### config.mk
export PLATFORM = sky130hd
export DESIGN_NAME = pi_estimator_flat
export DESIGN_NICKNAME = d
export VERILOG_FILES = /design/src/rtl/pi_estimator_if.sv /design/src/rtl/pi_estimator.sv /design/src/flat_wrapper.sv
export SDC_FILE = /design/constraint.sdc
export NUM_CORES = 1
export LEC_CHECK = 0
export CORE_MARGIN = 2
export CORE_UTILIZATION = 40
export DETAILED_ROUTE_END_ITERATION = 16
export MAX_ROUTING_LAYER = met4
export PLACE_DENSITY = 0.61
export SYNTH_ARGS = -nofsm -noshare
export SYNTH_HDL_FRONTEND = slang
export SYNTH_SLANG_ARGS = --single-unit
### constraint.sdc
create_clock -name clk -period 5 [get_ports clk]
set_clock_uncertainty 0.1 [all_clocks]
set_input_delay 0.75 -clock clk [delete_from_list [all_inputs] [get_ports clk]]
set_output_delay 0.75 -clock clk [all_outputs]
set_load 0.01 [all_outputs]
### src/rtl/pi_estimator_if.sv
// Control, sample and result bundle for the Monte Carlo pi estimator.
interface pi_estimator_if;
    logic        start;
    logic        sample_valid;
    logic [8:0]  sample_x;
    logic [8:0]  sample_y;
    logic        busy;
    logic [19:0] hits;
    logic [19:0] total;
    logic [15:0] pi_q;
    logic        pi_valid;

    modport master (
        output start, sample_valid, sample_x, sample_y,
        input  busy, hits, total, pi_q, pi_valid
    );

    modport slave (
        input  start, sample_valid, sample_x, sample_y,
        output busy, hits, total, pi_q, pi_valid
    );
endinterface

### src/rtl/pi_estimator.sv
// Monte Carlo pi estimator: counts random points inside a quarter circle,
// then divides hits by total to produce pi in unsigned Q4.12.
module pi_estimator #(
    parameter int unsigned N_SAMPLES = 100000,
    parameter int unsigned RADIUS    = 480
) (
    input logic           clk,
    input logic           reset,
    pi_estimator_if.slave bus
);
    localparam logic [19:0] N_LIMIT = 20'(N_SAMPLES);
    localparam logic [9:0]  RAD     = 10'(RADIUS);
    localparam logic [18:0] RAD_SQ  = 19'(RADIUS * RADIUS);

    typedef enum logic [1:0] {IDLE, ACCUM, DIVIDE, DONE} state_t;
    state_t state;

    logic        s1_valid;
    logic        s1_in_square;
    logic [17:0] s1_x2;
    logic [17:0] s1_y2;

    logic [19:0] hits;
    logic [19:0] total;
    logic [15:0] pi_q;
    logic        pi_valid;
    logic        busy;

    logic [19:0] rem;
    logic [19:0] divisor;
    logic [15:0] dlow;
    logic [15:0] quo;
    logic [3:0]  iter;

    logic [18:0] sum;
    logic        counted;
    logic        in_circle;
    logic [19:0] hits_inc;
    logic [19:0] total_inc;
    logic [20:0] trial;
    logic        ge;
    logic [19:0] diff;
    logic [19:0] rem_next;
    logic [15:0] quo_next;

    always_comb begin
        sum       = {1'b0, s1_x2} + {1'b0, s1_y2};
        counted   = s1_valid && s1_in_square && (state == ACCUM);
        in_circle = (sum <= RAD_SQ);
        hits_inc  = hits + {19'd0, in_circle};
        total_inc = total + 20'd1;
        // Only low 20 bits of the difference matter: when ge, the true result is below divisor.
        trial     = {rem, dlow[15]};
        ge        = (trial >= {1'b0, divisor});
        diff      = trial[19:0] - divisor;
        rem_next  = ge ? diff : trial[19:0];
        quo_next  = {quo[14:0], ge};
    end

    always_ff @(posedge clk) begin
        if (reset) begin
            state        <= IDLE;
            s1_valid     <= 1'b0;
            s1_in_square <= 1'b0;
            s1_x2        <= '0;
            s1_y2        <= '0;
            hits         <= '0;
            total        <= '0;
            pi_q         <= '0;
            pi_valid     <= 1'b0;
            busy         <= 1'b0;
            rem          <= '0;
            divisor      <= '0;
            dlow         <= '0;
            quo          <= '0;
            iter         <= '0;
        end else begin
            pi_valid <= 1'b0;
            s1_valid <= 1'b0;
            if (bus.start) begin
                state <= ACCUM;
                busy  <= 1'b1;
                hits  <= '0;
                total <= '0;
            end else begin
                case (state)
                    IDLE: busy <= 1'b0;
                    ACCUM: begin
                        s1_valid     <= bus.sample_valid;
                        s1_in_square <= ({1'b0, bus.sample_x} < RAD) && ({1'b0, bus.sample_y} < RAD);
                        s1_x2        <= {9'd0, bus.sample_x} * {9'd0, bus.sample_x};
                        s1_y2        <= {9'd0, bus.sample_y} * {9'd0, bus.sample_y};
                        if (counted) begin
                            total <= total_inc;
                            hits  <= hits_inc;
                            if (total_inc == N_LIMIT) begin
                                // hits <= total, so the top 18 quotient bits are zero:
                                // seed the remainder with dividend>>16 and iterate the low 16 bits.
                                state    <= DIVIDE;
                                s1_valid <= 1'b0;
                                rem      <= {2'b00, hits_inc[19:2]};
                                dlow     <= {hits_inc[1:0], 14'd0};
                                divisor  <= total_inc;
                                quo      <= '0;
                                iter     <= '0;
                            end
                        end
                    end
                    DIVIDE: begin
                        rem  <= rem_next;
                        dlow <= {dlow[14:0], 1'b0};
                        quo  <= quo_next;
                        iter <= iter + 4'd1;
                        if (iter == 4'd15) begin
                            state    <= DONE;
                            pi_q     <= quo_next;
                            pi_valid <= 1'b1;
                            busy     <= 1'b0;
                        end
                    end
                    DONE: state <= IDLE;
                    default: state <= IDLE;
                endcase
            end
        end
    end

    assign bus.busy     = busy;
    assign bus.hits     = hits;
    assign bus.total    = total;
    assign bus.pi_q     = pi_q;
    assign bus.pi_valid = pi_valid;
endmodule

### src/flat_wrapper.sv
// flat-port wrapper written by rule: the top's interface ports become plain ports
module pi_estimator_flat 
#(
    parameter int unsigned N_SAMPLES = 100000,
    parameter int unsigned RADIUS    = 480
)
  (clk, reset, bus_start, bus_sample_valid, bus_sample_x, bus_sample_y, bus_busy, bus_hits, bus_total, bus_pi_q, bus_pi_valid);
  pi_estimator_if bus_i ();
  input logic clk;
  input logic reset;
  input wire logic [$bits(bus_i.start)-1:0] bus_start;
  input wire logic [$bits(bus_i.sample_valid)-1:0] bus_sample_valid;
  input wire logic [$bits(bus_i.sample_x)-1:0] bus_sample_x;
  input wire logic [$bits(bus_i.sample_y)-1:0] bus_sample_y;
  output wire logic [$bits(bus_i.busy)-1:0] bus_busy;
  output wire logic [$bits(bus_i.hits)-1:0] bus_hits;
  output wire logic [$bits(bus_i.total)-1:0] bus_total;
  output wire logic [$bits(bus_i.pi_q)-1:0] bus_pi_q;
  output wire logic [$bits(bus_i.pi_valid)-1:0] bus_pi_valid;
  assign bus_i.start = bus_start;
  assign bus_i.sample_valid = bus_sample_valid;
  assign bus_i.sample_x = bus_sample_x;
  assign bus_i.sample_y = bus_sample_y;
  assign bus_busy = bus_i.busy;
  assign bus_hits = bus_i.hits;
  assign bus_total = bus_i.total;
  assign bus_pi_q = bus_i.pi_q;
  assign bus_pi_valid = bus_i.pi_valid;
  pi_estimator #(.N_SAMPLES(N_SAMPLES), .RADIUS(RADIUS)) u_core (.clk(clk), .reset(reset), .bus(bus_i));
endmodule
==> results.md <==
- Core ar.: 30600 um2
- Most frequent cells in the layout: nand2_1, inv_1, dfxtp_1, buf_4, ha_1
- Reg2reg path depth: 20
- Post-synth top area cell: dfxtp_1
- Initial antenna violation count: 0
- Synthesized flop and latch total: 157
- Worst EP required: 5.26 ns
- DRT Pass-1 Iters: 5
- VDD IR max: 0.000188 V
- Final Max Slew Viols: 0
- Post-CTS Hold Buffers: 0
- Min-delay worst type: reg -> reg
- Die Y: 180 um
- Worst-path clk slew: 0.06 ns
- Initial Util: 40.7%
- Power Density: 321 nW/um2
- HPWL Detailed: 22300 um
- Final Cycle Share: 97.1%
- Max H-tree Level: 4
- First-pass GRT wire length: 50100 um
- IO Port Bufs: 79
- Rel. slew slack: 45.0%
- Final Hold Fails: 0
- Critical-path maximum fanout: 2
- Setup-failing EPs final: 0
- CTS Sinks: 157
- Startpoint types: primary input
- Min Clock Period, post-route: 4.85 ns
- Main synth FF type: dfxtp_1
- Register area: 3140 um2
- Outcome: finished clean
- DIE AREA: 32600 um2
- Synth top area cells: dfxtp_1, fa_1, ha_1
- Synthesized net count: 1719
- Max cap viols: 0
- Multi-input logic area: 8610 um2
- Synth unique cells: 70
- Layout cells sized above 1: 13.6%
- Final ANT Viol Nets: 0
- Initial DRC count: 471
- Register area share after synthesis: 25.2%
- Clock Tree Root: clkbuf_16
- Commonest non-fill, non-tap cell in the layout: nand2_1
- Vias after detailed routing: 10.7k
- Fillers: 2954
- Number of synthesized flops with an enable pin: 0
- Leak Pwr: 6.61 nW
- Io pins: 80
- Number of CTS-inserted buffers: 17
- CP Capture Type: flop
- DRC: 0
- Peak Freq: 206 MHz
- Count of yosys warnings during synthesis: 0
- GRT overflow: 0
- Largest net degree at the start of global routing: 79
- DR WL/cell: 14.2 um
- Critical setup path kind: in -> reg
- Total track usage: 18.9%
- Worst-margin pin slew: 0.825 ns
- Drt via density: 5.13
- Post-synth ARST share: 0%
- # nets final: 1876
- Unrepaired setup endpoints after global routing: yes
- Area growth from synthesis to layout: 22.5%
- Diode count: 0
- Hold path cells: 2
- Critical Path AT: 5.11 ns
- DRT Wirelength: 29600 um
- CTS tree: done
- Vias in the first global route: 10.5k
- Mean area per synthesized cell: 8.22 um2
- Chip Width: 180 um
- Cell row count: 64
- Worst hold slack: 0.354 ns
- Clock buffer depth: 2
- Synth top area share: 25.2%
- Clk_lat worst skew: 0.43 ns
- Gpl congestion: 0.850
- Power Total: 4.90 mW
- Cell Area, Synth: 12500 um2
- Mapped Cells: 1515
final cells by class:
type,instances,area share (%)
Clock inverter,13,1.39
Timing Repair Buffer,203,11.4
Multi-Input combinational cell,1127,56.4
Inverter,166,4.08
Sequential cell,157,20.6
Tap cell,396,3.25
Clock buffer,19,2.90
sequential cells by signal, indices dropped and copies added (netlist names), 4 cells and up:
name / count
u_core.bus.total: 20
u_core.rem: 20
u_core.quo: 15
u_core.bus.pi_q: 16
u_core.iter: 4
u_core.bus.hits: 20
u_core.s1_y2: 17
u_core.s1_x2: 17
u_core.divisor: 20
metal layers:
metal	wire [um]	GRT usage [%]	vias to the layer above	part of all wire, %
li1	-	-	5449	-
met1	13700	23.4	5095	46
met2	15000	32.9	109	51
met3	523	2.41	24	1.8
met4	354	4.45	0	1.2
met5	0	-	-	0
repair_timing:
item                                    4_1_cts  5_1_grt
resized for setup                            15       52
buffers inserted                             13        8
pin swaps                                     7       31
endpoints found under the setup margin        7       26
path summary, 6_finish.rpt:
check	start	end	slack, ns
worst min register to register	u_core.divisor[19]	u_core.divisor[19]	0.35
worst max register to register	u_core.s1_y2[3]	u_core.rem[16]	0.33
worst min-delay path	u_core.divisor[19]	u_core.divisor[19]	0.35
worst max-delay path	bus_sample_y[4]	u_core.s1_y2[6]	0.15
logic make-up after synthesis:
logic type,synth area share (%)
AO/OA/AOI/OAI,14.1
XOR/XNOR,7.17
adder cells (fa/ha/maj),22.6
buffers and inverters,7.21
flip-flops,25.2
multiplexers,2.07
AND/OR/NAND/NOR,21.6
report_power, final:
part	switching [mW]	internal, mW	total [mW]
sequential	0.0323	1.29	1.33
clock	0.541	0.903	1.44
combinational	1.07	1.05	2.13
total	1.65	3.25	4.90
cell usage after synthesis (11+ instances only):
library cell,number
nor3_1,43
xor2_1,46
o21a_1,13
dfxtp_1,157
o21ai_0,39
mux2i_1,19
and2_1,52
and3_1,15
a21oi_1,110
nor2b_1,15
nand4_1,30
nand2_1,188
xnor2_1,56
nor2_1,105
fa_1,71
a211oi_1,14
clkbuf_1,52
a21o_1,13
or3_1,17
ha_1,111
a31oi_1,11
inv_1,166
nand3_1,27
through the flow:
step / instances / setup TNS [ns] / util [%] / instance area (um2) / worst slack [ns]
after floorplan: 1515 / 0 / - / 12500 / 0.0149
after global placement: 2028 / -5.81 / 46.6 / 14200 / -0.548
after detailed placement: 2028 / -7.09 / 46.6 / 14200 / -0.613
after CTS: 2073 / 0 / 49.1 / 15000 / 0.00221
after global routing: 2081 / -0.100 / 49.9 / 15300 / -0.0616
final: 2081 / 0 / 49.9 / 15300 / 0.146
worst max-delay path, stage by stage:
cell	delay, ns
clkdlybuf4s50_1	0.42
and2_4	0.17
fa_1	0.52
inv_1	0.06
fa_1	0.49
inv_1	0.04
ha_1	0.27
inv_1	0.05
fa_1	0.52
buf_4	0.12
fa_2	0.22
nor2b_4	0.05
buf_4	0.12
buf_4	0.12
buf_4	0.12
buf_4	0.12
buf_4	0.12
buf_4	0.12
buf_4	0.12
buf_4	0.12
buf_4	0.12
buf_4	0.11
nor2_1	0.07
o21ai_1	0.08
a21oi_1	0.12
No activity file was read; power rests on OpenSTA's default activity.
